[src/rtl/intr_pkg.sv]
// Shared definitions for the interrupt controller: FSM state type and the
// default source count.
package intr_pkg;

    localparam int NUM_SRC_DEF = 8;

    typedef enum logic [1:0] {
        IDLE    = 2'd0,
        REQ     = 2'd1,
        SERVICE = 2'd2
    } intr_state_e;

endpackage : intr_pkg

[src/rtl/intr_prio_enc.sv]
// Combinational priority encoder: the lowest set index wins.
module prio_enc #(
    parameter int N    = 8,
    parameter int ID_W = $clog2(N)
) (
    input  logic [N-1:0]    req_i,
    output logic            valid_o,
    output logic [ID_W-1:0] id_o
);

    // Scan from the top down so the lowest set bit is the last one written.
    always_comb begin
        valid_o = |req_i;
        id_o    = '0;
        for (int i = N - 1; i >= 0; i--) begin
            if (req_i[i]) id_o = ID_W'(i);
        end
    end

endmodule : prio_enc

[src/rtl/intr_ctrl.sv]
// Interrupt controller: edge-detected pending bits, enable mask, and a
// request/claim/complete handshake with the CPU.
module intr_ctrl
    import intr_pkg::*;
#(
    parameter int NUM_SRC = NUM_SRC_DEF,
    parameter int ID_W    = $clog2(NUM_SRC)
) (
    input  logic               clk_i,
    input  logic               rst_ni,
    input  logic [NUM_SRC-1:0] src_i,
    input  logic               mask_we_i,
    input  logic [NUM_SRC-1:0] mask_wdata_i,
    input  logic               intr_taken_i,
    input  logic               mret_i,
    output logic               e_intr_o,
    output logic [ID_W-1:0]    irq_id_o,
    output logic [NUM_SRC-1:0] pending_o,
    output logic [NUM_SRC-1:0] mask_o,
    output logic               busy_o
);

    intr_state_e        state_q;
    logic               e_intr_q;
    logic               busy_q;
    logic [ID_W-1:0]    irq_id_q;

    logic [NUM_SRC-1:0] src_q;
    logic [NUM_SRC-1:0] pending_q, pending_d;
    logic [NUM_SRC-1:0] mask_q;
    logic               arm_q;   // low for the first cycle after reset release

    logic [NUM_SRC-1:0] rise;
    logic [NUM_SRC-1:0] clr;
    logic [NUM_SRC-1:0] active;
    logic               claim;
    logic               enc_vld;
    logic [ID_W-1:0]    enc_id;

    // Edge detect is suppressed until src_q has sampled real levels once, so
    // sources already high at reset release do not look like fresh edges.
    assign rise      = arm_q ? (src_i & ~src_q) : '0;
    assign claim     = (state_q == REQ) && intr_taken_i;
    assign clr       = claim ? (NUM_SRC'(1) << irq_id_q) : '0;
    // A new edge on the claimed source beats the clear.
    assign pending_d = (pending_q & ~clr) | rise;
    assign active    = pending_q & mask_q;

    prio_enc #(
        .N    (NUM_SRC),
        .ID_W (ID_W)
    ) u_prio_enc (
        .req_i   (active),
        .valid_o (enc_vld),
        .id_o    (enc_id)
    );

    // Source sampling, pending bits and the enable mask.
    always_ff @(posedge clk_i or negedge rst_ni) begin
        if (!rst_ni) begin
            src_q     <= '0;
            pending_q <= '0;
            mask_q    <= '0;
            arm_q     <= 1'b0;
        end else begin
            src_q     <= src_i;
            pending_q <= pending_d;
            arm_q     <= 1'b1;
            if (mask_we_i) mask_q <= mask_wdata_i;
        end
    end

    // Request FSM with registered outputs; the id is latched on entry to REQ
    // and held until the FSM is back in IDLE, where it reads as zero.
    always_ff @(posedge clk_i or negedge rst_ni) begin
        if (!rst_ni) begin
            state_q  <= IDLE;
            e_intr_q <= 1'b0;
            busy_q   <= 1'b0;
            irq_id_q <= '0;
        end else begin
            case (state_q)
                IDLE: begin
                    if (enc_vld) begin
                        state_q  <= REQ;
                        e_intr_q <= 1'b1;
                        irq_id_q <= enc_id;
                    end
                end
                REQ: begin
                    if (intr_taken_i) begin
                        state_q  <= SERVICE;
                        e_intr_q <= 1'b0;
                        busy_q   <= 1'b1;
                    end else if (!(pending_q[irq_id_q] && mask_q[irq_id_q])) begin
                        state_q  <= IDLE;
                        e_intr_q <= 1'b0;
                        irq_id_q <= '0;
                    end
                end
                SERVICE: begin
                    if (mret_i) begin
                        state_q  <= IDLE;
                        busy_q   <= 1'b0;
                        irq_id_q <= '0;
                    end
                end
                default: begin
                    state_q  <= IDLE;
                    e_intr_q <= 1'b0;
                    busy_q   <= 1'b0;
                    irq_id_q <= '0;
                end
            endcase
        end
    end

    assign e_intr_o  = e_intr_q;
    assign busy_o    = busy_q;
    assign irq_id_o  = irq_id_q;
    assign pending_o = pending_q;
    assign mask_o    = mask_q;

endmodule : intr_ctrl

[config.mk]
export PLATFORM = sky130hd
export DESIGN_NAME = intr_ctrl
export DESIGN_NICKNAME = d
export VERILOG_FILES = /design/src/rtl/intr_pkg.sv /design/src/rtl/intr_prio_enc.sv /design/src/rtl/intr_ctrl.sv
export SDC_FILE = /design/constraint.sdc
export NUM_CORES = 1
export LEC_CHECK = 0
export CORE_UTILIZATION = 46
export CTS_CLUSTER_DIAMETER = 200
export CTS_CLUSTER_SIZE = 8
export DETAILED_ROUTE_END_ITERATION = 12
export PLACE_DENSITY = 0.9
export REMOVE_ABC_BUFFERS = 1
export SYNTH_ARGS = -nofsm -noshare
export SYNTH_HDL_FRONTEND = slang
export SYNTH_SLANG_ARGS = --single-unit
[constraint.sdc]
create_clock -name clk_i -period 4.34 [get_ports clk_i]
set_input_delay 0.434 -clock clk_i [delete_from_list [all_inputs] [get_ports clk_i]]
set_output_delay 0.434 -clock clk_i [all_outputs]
set_load 0.02 [all_outputs]
* Word level (Yosys, flattened, before mapping)
Index checks and enable logic that the tools add are counted.
** Word-level totals
- Bits in registers :: 32
- Bits of input ports :: 21
- Output and inout port bits :: 21
** Operators by class
- Order comparisons :: 1
- Equality and inequality tests :: 8
- Shifts and indexed selects :: 1
- Multiplexer cells :: 31
- Bitwise operators :: 8
- Reduce and logical (&&, ||, !) cells :: 8
** Operators with widths (count)
- 2-to-1 mux 3 bit :: 12
- bitwise AND 8 bit :: 3
- 2-to-1 mux 8 bit :: 2
- NOT 8 bit :: 2
- inequality test 2 bit, second input constant :: 5
- case mux 3 bit (3 select lines) :: 1
- AND reduction 3 bit :: 3
- 2-to-1 mux 2 bit :: 4
- OR 8 bit :: 1
- OR reduction 8 bit :: 1
- << shifter 1 x 3 -> 8 bit, first input constant :: 1
- 2-to-1 mux 1 bit :: 7
- binary-select mux 1 bit (select 3 bit) :: 2
- case mux 1 bit (3 select lines) :: 2
- case mux 2 bit (3 select lines) :: 1
- less-than comparator 3 x 4 -> 1 bit, second input constant :: 1
- AND reduction 4 bit :: 1
- inequality test 3 bit, second input constant :: 1
- equality test 2 x 1 -> 1 bit, second input constant :: 1
- equality test 2 bit, second input constant :: 1
- logical AND 1 bit :: 2
- logical NOT 2 bit :: 1
- NOT 1 bit :: 2

* Longest topological paths before layout
- Depth in word-level cells :: 11
- Gate-level depth with buffers :: 6

* By module
Synthesis repeated with hierarchy kept, for this count alone.
** Unflattened totals
- Cell total of the unflattened synthesis :: 130
- Area, all modules :: 1416.4 µm²
** By module, submodules not included
- intr_ctrl :: times used 1, cells each 117, area each 1335.0 µm², seq. area each 800.8 µm²
- prio_enc :: times used 1, cells each 13, area each 81.3 µm², seq. area each 0.0 µm²

* Worst setup path before layout
No wires, ideal clock.
- Path kind :: flip-flop to flip-flop
- Start :: register irq_id_q[0] (netlist: irq_id_o[0])
- End :: register irq_id_q[0] (netlist: irq_id_o[0])
- Setup time :: 129 ps
- Data arrival time :: 1572 ps
- Required time :: 4211 ps
- Path slack :: 2639 ps
- Cell stages (with the launch flop) :: 7
- Cells stage by stage :: dfrtp_1 > buf_6 > nand3_1 > o21ai_1 > mux4_2 > a211oi_1 > o22ai_1
** Between the ends
- Cells in the longest elaborated chain, start to end :: 5
- Elaborated cells on any way between the ends :: 7
** RTL lines
- from (decl) :: line intr_ctrl.sv:26 : logic [ID_W-1:0] irq_id_q;
- from (signal assigned) :: line intr_ctrl.sv:87 : irq_id_q <= enc_id;
- binary-select mux 1 bit (select 3 bit) :: line intr_ctrl.sv:95 : end else if (!(pending_q[irq_id_q] && mask_q[irq_id_q])) begin
- 2-to-1 mux 1 bit (not written as such) :: line intr_ctrl.sv:95
- logical AND 1 bit * :: line intr_ctrl.sv:95
- inequality test 2 bit (no line) *
- AND reduction 4 bit (no line) *
Mark *: on every way between the ends. The rest lies on a longest branch, timed or not. The select of a mux whose other input is x is not followed.
A chain may end at the register's enable or synchronous reset.

* Worst setup path after layout
- Start :: register irq_id_q[0] (netlist: irq_id_o[0])
- End :: output port irq_id_o[0]
** RTL lines
- to (decl) :: line intr_ctrl.sv:17 : output logic [ID_W-1:0] irq_id_o,
No word-level cell between the ends.

==> results.txt <==
Clock transition at path regs - 0.10 ns
GRT Overall Usage - 22.55%
Fin. Hold Viols - 0
Row Count - 19
Fin. max-slew vios - 0
Gate Count Post-Synth - 119
CP cell instances - clkdlybuf4s50_1
Seq cells post-synth - 32
Iter 0 DRT Violations - 25
TritonCTS clock tree - done
Die width - 56.55 um
CP startpoint - irq_id_o[0]$_DFFE_PN0P_
Final Wtd Congestion - 0.8849
Crit path capture type - output pin
Hold_sp - src_q[6]$_DFF_PN0_
Avg Inst Size Synth - 11.50 um2
CP Launch Type - flip-flop
Vias in the first global route - 1156
DRC - 0
H-tree depth reported by CTS - 2
Post-CTS Setup Bufs - 0
Static Leak - 0.7509 nW
Slowest CP cell - clkdlybuf4s50_1
Final core occ - 67.16%
Power per Cell Area - 529.8 mW/mm2
Critical path required time - 3.91 ns
Avg WL per Cell - 16.14 um
Setup TNS - 0 ns
Crit path max-delay family - buffers and inverters
Starting Density - 49.21%
Crit-path max cell delay - 0.68 ns
Total clock sinks - 32
Pin count of the biggest net entering global routing - 33
Share of layout cells above drive strength 1 - 13.25%
CP bufs+invs - 1
DR vias - 1108
Core area - 0.002781 mm2
Post-DRT Antenna Nets - 0
Post-DP HPWL - 2.454 mm
Root buffer cell - clkbuf_4
Hold-fix buffers, CTS - 0
Final min period - 2.046 ns
Final wirelength - 3.179 mm
Fin crit share - 47.15%
Yosys warns - 0
Worst Path Max Fanout - 13
Outcome - complete, no violations
Max Cap Violations - 0
Via density - 5.624
Filler cells - 223
Setup-failing EPs final - 0
Die Y - 56.55 um
Final net count - 186
RSZ-0062 raised after global routing - no
Buffers on Ports - 41
Max Freq - 0.4887 GHz
Post-cts sizing count - 0
Worst-Skew Late Latency - 0.33 ns
Global route total overflow - 0
Arr. time, crit path - 1.61 ns
CTS Buffer Depth - 2
Antenna cells - 0
Clk_skew - 0.007083 ns
First-pass GRT wire length - 5.375 mm
Peak VDD IR - 0.4202 mV
Io pins - 42
Area grow syn2layout - 36.47%
Seq/Total Area, Yosys - 58.50%
Pre-Repair DR Iteration Count - 4
R2R Path Start - irq_id_o[0]$_DFFE_PN0P_
Num CTS Buffers - 5
Critical path type - reg -> out
Initial antenna violation count - 0
Netlist Area Pre-Place - 0.001369 mm2
Die area - 0.003198 mm2
Post-synthesis cell type count - 32
Hold Crit Class - reg -> reg
## worst paths after layout
path	end	slack [ns]	cells after the start
worst max-delay path	irq_id_o[0]	2.29	1
worst min-delay path	pending_o[6]$_DFF_PN0_	0.43	1
worst max register to register	irq_id_o[0]$_DFFE_PN0P_	2.45	5
worst min register to register	pending_o[6]$_DFF_PN0_	0.43	1
max in group asynchronous	src_q[1]$_DFF_PN0_	3.55	2
min in group asynchronous	mask_o[3]$_DFFE_PN0P_	0.49	2
## synth_stat cells
library cell / n / share of area [%]
nand2_1: 20 / 5.5
a211oi_2: 1 / 0.91
a211oi_1: 1 / 0.55
a32o_1: 1 / 0.73
nand4_1: 1 / 0.46
a2bb2oi_2: 1 / 1.1
a22o_1: 2 / 1.3
nand3_2: 1 / 0.73
nand3b_1: 10 / 5.5
o21ai_0: 6 / 2.2
a21oi_1: 4 / 1.5
o22ai_1: 1 / 0.46
and2b_2: 1 / 0.64
clkbuf_1: 1 / 0.27
mux4_2: 1 / 1.6
and3_1: 1 / 0.46
nand3_1: 3 / 1.1
o31ai_1: 3 / 1.6
mux2_2: 8 / 6.6
a22oi_1: 1 / 0.55
o21ai_1: 7 / 2.6
buf_6: 1 / 0.82
nor2b_1: 1 / 0.46
a31oi_1: 1 / 0.46
inv_1: 2 / 0.55
buf_1: 1 / 0.27
a211o_1: 1 / 0.64
a21boi_0: 1 / 0.55
conb_1: 1 / 0.27
nor2_1: 2 / 0.55
dfrtp_1: 32 / 59
o2bb2ai_1: 1 / 0.64
## where the power goes
part           total, mW  internal [mW]  switching (mW)
Combinational      0.376          0.188           0.187
Sequential         0.438          0.356          0.0819
Clock              0.176         0.0770          0.0986
Total              0.990          0.622           0.368
## worst reg2reg max path, delay by kind of cell (launching register included)
kind / cells / cell delay, ns
simple gates: 1 / 0.17
flops: 1 / 0.60
compound gates: 3 / 0.49
mux: 1 / 0.52
## cell families after synthesis
group | Yosys count | share of synthesized area [%]
buf+inv | 5 | 1.919
mux | 9 | 8.227
compound gates | 32 | 15.72
simple gates | 40 | 15.36
other cells | 1 | 0.2740
flops | 32 | 58.50
## sequential cells by signal (all words and copies together), names as in the netlist
name	cells
arm_q	1
busy_o	1
e_intr_o	1
irq_id_o	3
mask_o	8
pending_o	8
src_q	8
state_q	2
## metal layers
metal | up-vias | global-route usage [%] | wire length [um]
met5 | - | 0 | 0
met4 | 0 | 8.362 | 43
met3 | 4 | 5.991 | 161
met2 | 42 | 37.65 | 1645
met1 | 542 | 28.00 | 1328
li1 | 520 | - | -
## through the flow
stage,std cells,worst slack [ns],hold slack [ns],power [mW],instance area (um2)
4_1_cts,197,2.281,0.4360,0.9966,1868
3_5_place_dp,189,2.532,0.4177,0.8168,1807
3_3_place_gp,189,2.601,0.4098,0.8040,1807
2_1_floorplan,116,2.571,0.1384,0.6438,1350
5_1_grt,197,2.241,0.4593,1.048,1868
6_report,197,2.294,0.4330,0.9897,1868
## final cells by class
cell class	count	area [um2]	area share, %
Clock buffer	6	51.30	2.746
Sequential cell	32	800.8	42.87
Inverter	2	7.507	0.4019
Clock inverter	2	10.01	0.5358
Tap cell	31	38.79	2.076
Timing Repair Buffer	42	417.9	22.37
Multi-Input combinational cell	82	541.8	29.00
## layout by cell type (no fill, tap or decap), types with 2 or more instances in the layout
cell type	synthesis	routed
mux2_2	8	8
nand3_1	3	3
nor2_1	2	2
clkinv_2	0	2
a22o_1	2	2
nand2_1	20	20
o21ai_1	7	7
nand3b_1	10	10
dfrtp_1	32	32
o31ai_1	3	3
o21ai_0	6	6
inv_1	2	2
a21oi_1	4	4
clkbuf_4	0	5
clkdlybuf4s50_1	0	41
Power figures use the tool's default switching activity.
